==> src/rtl/smarthome_pkg.sv <==
// Shared types and default constants for the smart-home input conditioner.
package smarthome_pkg;

    // Per-channel debounce state
    typedef enum logic [1:0] {
        STABLE_LO = 2'd0,
        WAIT_HI   = 2'd1,
        STABLE_HI = 2'd2,
        WAIT_LO   = 2'd3
    } db_state_t;

    // 1 ms at 50 MHz
    localparam int unsigned DEBOUNCE_CYCLES_DEF   = 50000;
    // 1 s at 50 MHz
    localparam int unsigned LONG_PRESS_CYCLES_DEF = 50000000;

endpackage

==> src/rtl/smarthome_input_conditioner_debouncer.sv <==
// One conditioning channel: 2-FF synchroniser, 4-state debounce FSM with a
// qualification counter, registered level and a one-cycle rise pulse.
module input_debouncer
    import smarthome_pkg::*;
#(
    parameter int unsigned DEBOUNCE_CYCLES = DEBOUNCE_CYCLES_DEF,
    parameter int unsigned CNT_W           = 16
) (
    input  logic clk,
    input  logic rst,
    input  logic raw,
    output logic level,
    output logic pulse
);

    localparam logic [CNT_W-1:0] LAST = CNT_W'(DEBOUNCE_CYCLES - 1);

    logic [1:0]       sync_q;
    logic             s;
    db_state_t        state;
    logic [CNT_W-1:0] cnt;

    assign s = sync_q[1];

    // Two-stage synchroniser for the asynchronous raw input
    always_ff @(posedge clk or posedge rst) begin
        if (rst) begin
            sync_q <= '0;
        end else begin
            sync_q <= {sync_q[0], raw};
        end
    end

    // Debounce FSM; level and pulse are registered alongside the state
    always_ff @(posedge clk or posedge rst) begin
        if (rst) begin
            state <= STABLE_LO;
            cnt   <= '0;
            level <= 1'b0;
            pulse <= 1'b0;
        end else begin
            pulse <= 1'b0;
            case (state)
                STABLE_LO: begin
                    if (s) begin
                        state <= WAIT_HI;
                        cnt   <= CNT_W'(1);
                    end
                end
                WAIT_HI: begin
                    if (!s) begin
                        state <= STABLE_LO;
                        cnt   <= '0;
                    end else if (cnt == LAST) begin
                        state <= STABLE_HI;
                        cnt   <= '0;
                        level <= 1'b1;
                        pulse <= 1'b1;
                    end else begin
                        cnt <= cnt + 1'b1;
                    end
                end
                STABLE_HI: begin
                    if (!s) begin
                        state <= WAIT_LO;
                        cnt   <= CNT_W'(1);
                    end
                end
                WAIT_LO: begin
                    if (s) begin
                        state <= STABLE_HI;
                        cnt   <= '0;
                    end else if (cnt == LAST) begin
                        state <= STABLE_LO;
                        cnt   <= '0;
                        level <= 1'b0;
                    end else begin
                        cnt <= cnt + 1'b1;
                    end
                end
                default: begin
                    state <= STABLE_LO;
                    cnt   <= '0;
                    level <= 1'b0;
                end
            endcase
        end
    end

endmodule

==> src/rtl/smarthome_input_conditioner.sv <==
// Input conditioner for the smart-home LED channel: debounces push-button,
// ESP command and mode switch, and emits press / long-press pulses.
// Optional feature macro: LONG_PRESS_DETECT_EN (long-press counter and
// LONG_PRESS_OUT); when undefined LONG_PRESS_OUT is tied low.
module smarthome_input_conditioner
    import smarthome_pkg::*;
#(
    parameter int unsigned DEBOUNCE_CYCLES   = DEBOUNCE_CYCLES_DEF,
    parameter int unsigned CNT_W             = 16,
    parameter int unsigned LONG_PRESS_CYCLES = LONG_PRESS_CYCLES_DEF,
    parameter int unsigned LONG_W            = 26
) (
    input  logic CLK_IN,
    input  logic CLR_FF,
    input  logic PB_RAW_IN,
    input  logic ESP_RAW_IN,
    input  logic SW_MODE_RAW_IN,
    output logic PB_LEVEL_OUT,
    output logic PB_PULSE_OUT,
    output logic ESP_OUT,
    output logic SW_MODE_OUT,
    output logic LONG_PRESS_OUT
);

    logic esp_pulse_unused;
    logic sw_pulse_unused;

    input_debouncer #(
        .DEBOUNCE_CYCLES (DEBOUNCE_CYCLES),
        .CNT_W           (CNT_W)
    ) u_pb (
        .clk   (CLK_IN),
        .rst   (CLR_FF),
        .raw   (PB_RAW_IN),
        .level (PB_LEVEL_OUT),
        .pulse (PB_PULSE_OUT)
    );

    input_debouncer #(
        .DEBOUNCE_CYCLES (DEBOUNCE_CYCLES),
        .CNT_W           (CNT_W)
    ) u_esp (
        .clk   (CLK_IN),
        .rst   (CLR_FF),
        .raw   (ESP_RAW_IN),
        .level (ESP_OUT),
        .pulse (esp_pulse_unused)
    );

    input_debouncer #(
        .DEBOUNCE_CYCLES (DEBOUNCE_CYCLES),
        .CNT_W           (CNT_W)
    ) u_sw (
        .clk   (CLK_IN),
        .rst   (CLR_FF),
        .raw   (SW_MODE_RAW_IN),
        .level (SW_MODE_OUT),
        .pulse (sw_pulse_unused)
    );

`ifdef LONG_PRESS_DETECT_EN
    localparam logic [LONG_W-1:0] LONG_TARGET = LONG_W'(LONG_PRESS_CYCLES);
    localparam logic [LONG_W-1:0] LONG_PRE    = LONG_W'(LONG_PRESS_CYCLES - 1);

    logic [LONG_W-1:0] long_cnt;

    // Count debounced-high cycles; pulse once on reaching the target, then hold
    always_ff @(posedge CLK_IN or posedge CLR_FF) begin
        if (CLR_FF) begin
            long_cnt       <= '0;
            LONG_PRESS_OUT <= 1'b0;
        end else begin
            LONG_PRESS_OUT <= 1'b0;
            if (!PB_LEVEL_OUT) begin
                long_cnt <= '0;
            end else if (long_cnt != LONG_TARGET) begin
                long_cnt <= long_cnt + 1'b1;
                if (long_cnt == LONG_PRE) begin
                    LONG_PRESS_OUT <= 1'b1;
                end
            end
        end
    end
`else
    localparam int unsigned long_cfg_unused = LONG_PRESS_CYCLES + LONG_W;

    assign LONG_PRESS_OUT = 1'b0;
`endif

endmodule

==> config.mk <==
export PLATFORM = sky130hd
export DESIGN_NAME = smarthome_input_conditioner
export DESIGN_NICKNAME = d
export VERILOG_FILES = /design/src/rtl/smarthome_pkg.sv /design/src/rtl/smarthome_input_conditioner_debouncer.sv /design/src/rtl/smarthome_input_conditioner.sv
export SDC_FILE = /design/constraint.sdc
export NUM_CORES = 1
export LEC_CHECK = 0
export ABC_CLOCK_PERIOD_IN_PS = 1800
export BUFFER_PORTS_ARGS = -buffer_cell sky130_fd_sc_hd__buf_2
export CORE_MARGIN = 2
export CORE_UTILIZATION = 40
export DETAILED_ROUTE_END_ITERATION = 8
export GPL_TIMING_DRIVEN = 0
export PLACE_DENSITY = 0.64
export SLEW_MARGIN = 20
export SYNTH_ARGS = -nofsm -noshare
export SYNTH_HDL_FRONTEND = slang
export SYNTH_HIERARCHICAL = 1
export SYNTH_SLANG_ARGS = --single-unit
==> constraint.sdc <==
create_clock -name CLK_IN -period 1.8 [get_ports CLK_IN]
set_clock_uncertainty 0.15 [all_clocks]
set_input_delay 0.18 -clock CLK_IN [delete_from_list [all_inputs] [get_ports CLK_IN]]
set_output_delay 0.18 -clock CLK_IN [all_outputs]
set_load 0.03 [all_outputs]
==> results.json <==
{
  "status": "finished with violations",
  "violations": "setup timing",
  "hold_path_class": "reg -> reg",
  "grt_pass1_wl_um": 15300,
  "synth_area_mm2": 0.00366,
  "grt_max_degree": 23,
  "root_buffer": "clkbuf_8",
  "drtAntennaViolNets": 0,
  "drv_slew": 0,
  "synth_nets": 376,
  "num_rows": 34,
  "syn_area_per_cell_um2": 9.94,
  "multi_input_area_mm2": 0.00223,
  "post-route-period-util_pct": 103,
  "place_ws_ps": -178,
  "viasPerCell": 6.30,
  "cts.path.max_buffers": 2,
  "slowest_delay_ps": 410,
  "drtIter0Drc": 189,
  "n_fill_cell": 761,
  "dp_cells": 484,
  "ys_warn_count": 6,
  "crit_path_end_kind": "register",
  "critPathKind": "reg -> reg",
  "area_growth_pct": 32.9,
  "dr.pass1.iters": 5,
  "place_area_mm2": 0.00384,
  "start_util_pct": 41.5,
  "finalWorstSetupSlack_ps": -58.8,
  "drv_cap": 0,
  "clk_pin_slew_worst_paths_ps": 80,
  "fmax_ghz": 0.538,
  "fin_nets": 433,
  "tightest_slew_ps": 853,
  "cts.sinks": 64,
  "cp_slowest_cell": "dfrtp_1",
  "power_density_mw_per_mm2": 1100,
  "grt_use_total_pct": 19.1,
  "numCtsBuffers": 9,
  "htree_levels": 3,
  "worst_ep_arrival_time_ps": 1970,
  "overflow": 0,
  "setup-violations-final": 12,
  "drive_gt1_share_pct": 37.9,
  "coreArea_mm2": 0.00881,
  "die_y_um": 99.6,
  "finalHoldViolations": 0,
  "route.vias.total": 3390,
  "rsz0062_at_grt": "yes",
  "crit_required_ps": 1910,
  "clkLatencyLatePin_ps": 350,
  "final-seq-area_mm2": 0.00162,
  "hpwl_um": 5720,
  "cts_tree": "yes",
  "finalInstanceArea_mm2": 0.00486,
  "wl_um": 9860,
  "relSlewSlack_pct": 43.0,
  "n_antenna_cell": 0,
  "fp.dieArea_mm2": 0.00992,
  "crit_chain": "ha_2, and4_4, and4_4, buf_8, or3_1, a31oi_1",
  "min_period_ps": 1860,
  "p_leak_nw": 2.01,
  "grt_pass1_vias": 3166,
  "place_congestion": 0.825,
  "final_util_pct": 55.2,
  "avgRoutedWirePerCell_um": 18.3,
  "antenna_found_initial": 0,
  "die_x_um": 99.6,
  "portBuffers": 8,
  "ir_drop_mv": 0.724,
  "netlist_instances": 368,
  "worstPathMaxFanout": 5,
  "final_cells": 538,
  "cpMostUsedCell": "and4_4",
  "num_io_pins": 10,
  "start_kind": "register",
  "route.detailed.drc": 0
}
## layout make-up
cell class / instances / share of cell area (%)
timing repair buffer: 46 / 7.87
clock buffer: 9 / 2.55
inverter: 17 / 1.31
buffer: 21 / 4.32
tap: 108 / 2.78
sequential: 64 / 33.4
multi-input combinational: 266 / 45.8
clock inverter: 7 / 1.98
## metrics by stage
step	TNS, ps	hold slack, ps	total power, mW
after floorplan	-17.4	6.53	3.03
after global placement	-3270	139	3.39
after detailed placement	-4190	139	3.44
after CTS	-87.9	206	5.02
after global routing	-1520	211	5.63
final	-289	204	5.34
## timing repair
action | CTS | global route
buffers inserted | 14 | 17
pin swaps | 14 | 25
gates resized for setup | 43 | 77
cloned | 2 | 2
endpoints found under the hold margin | 67 | 0
setup endpoints to repair | 50 | 53
hold buffers | 4 | 0
## worst paths after layout
check	startpoint	end	slack, ps	depth (start not counted)
worst min-delay path	u_pb/sync_q[0]	u_pb/sync_q[1]	200	0
worst min register to register	u_pb/sync_q[0]	u_pb/sync_q[1]	200	0
worst max register to register	u_pb/cnt[0]	u_pb/cnt[3]	-60	6
min in group asynchronous	CLR_FF	u_esp/cnt[6]	410	3
worst max-delay path	u_pb/cnt[0]	u_pb/cnt[3]	-60	6
max in group asynchronous	CLR_FF	u_pb/cnt[7]	480	3
## layer usage
metal | track usage, % | vias up | wire (µm)
li1 | - | 1564 | -
met1 | 25.9 | 1695 | 4340
met2 | 30.0 | 115 | 4820
met3 | 3.09 | 16 | 500
met4 | 9.06 | 0 | 204
met5 | 0 | - | 0
## worst max-delay path: cells and delay by family, from the launching register on
kind / cells / cell delay [ps]
simple gates: 3 / 690
flops: 1 / 410
fa+ha+maj: 1 / 200
compound gates: 1 / 180
buf+inv: 1 / 130
## cells in the final DEF (no fill, tap or decap), drive strengths merged, types with 3 or more instances in the layout
master / n
clkinv: 5
nand2b: 6
o31ai: 7
and4: 9
and3: 12
nand4b: 4
a211o: 6
and2: 5
o22ai: 6
nand4: 14
a41oi: 9
ha: 3
nor3b: 7
buf: 58
a21o: 4
inv: 17
xor2: 3
a22o: 4
dfrtp: 64
nor4: 10
o21ai: 7
o21a: 5
nor2: 8
o311ai: 4
or3: 6
nand2: 23
a31oi: 33
nand3: 18
nor3: 14
nor4b: 4
clkbuf: 14
a21oi: 7
o22a: 5
dlygate4sd3: 4
## report_power, final
group	internal [mW]	switching [mW]	total, mW
combinational	0.925	1.21	2.13
clock	0.782	0.613	1.39
sequential	1.61	0.200	1.81
total	3.32	2.02	5.34
## sequential cells by signal (all words and copies together), names as in the netlist, named ones only
signal        count
u_esp/cnt        16
u_pb/cnt         16
u_sw/cnt         16
u_esp/sync_q      2
u_pb/sync_q       2
u_sw/sync_q       2
u_esp/level       1
u_esp/state       1
u_pb/level        1
u_pb/pulse        1
u_pb/state        1
u_sw/level        1
u_sw/state        1
No activity file was read; power rests on OpenSTA's default activity.
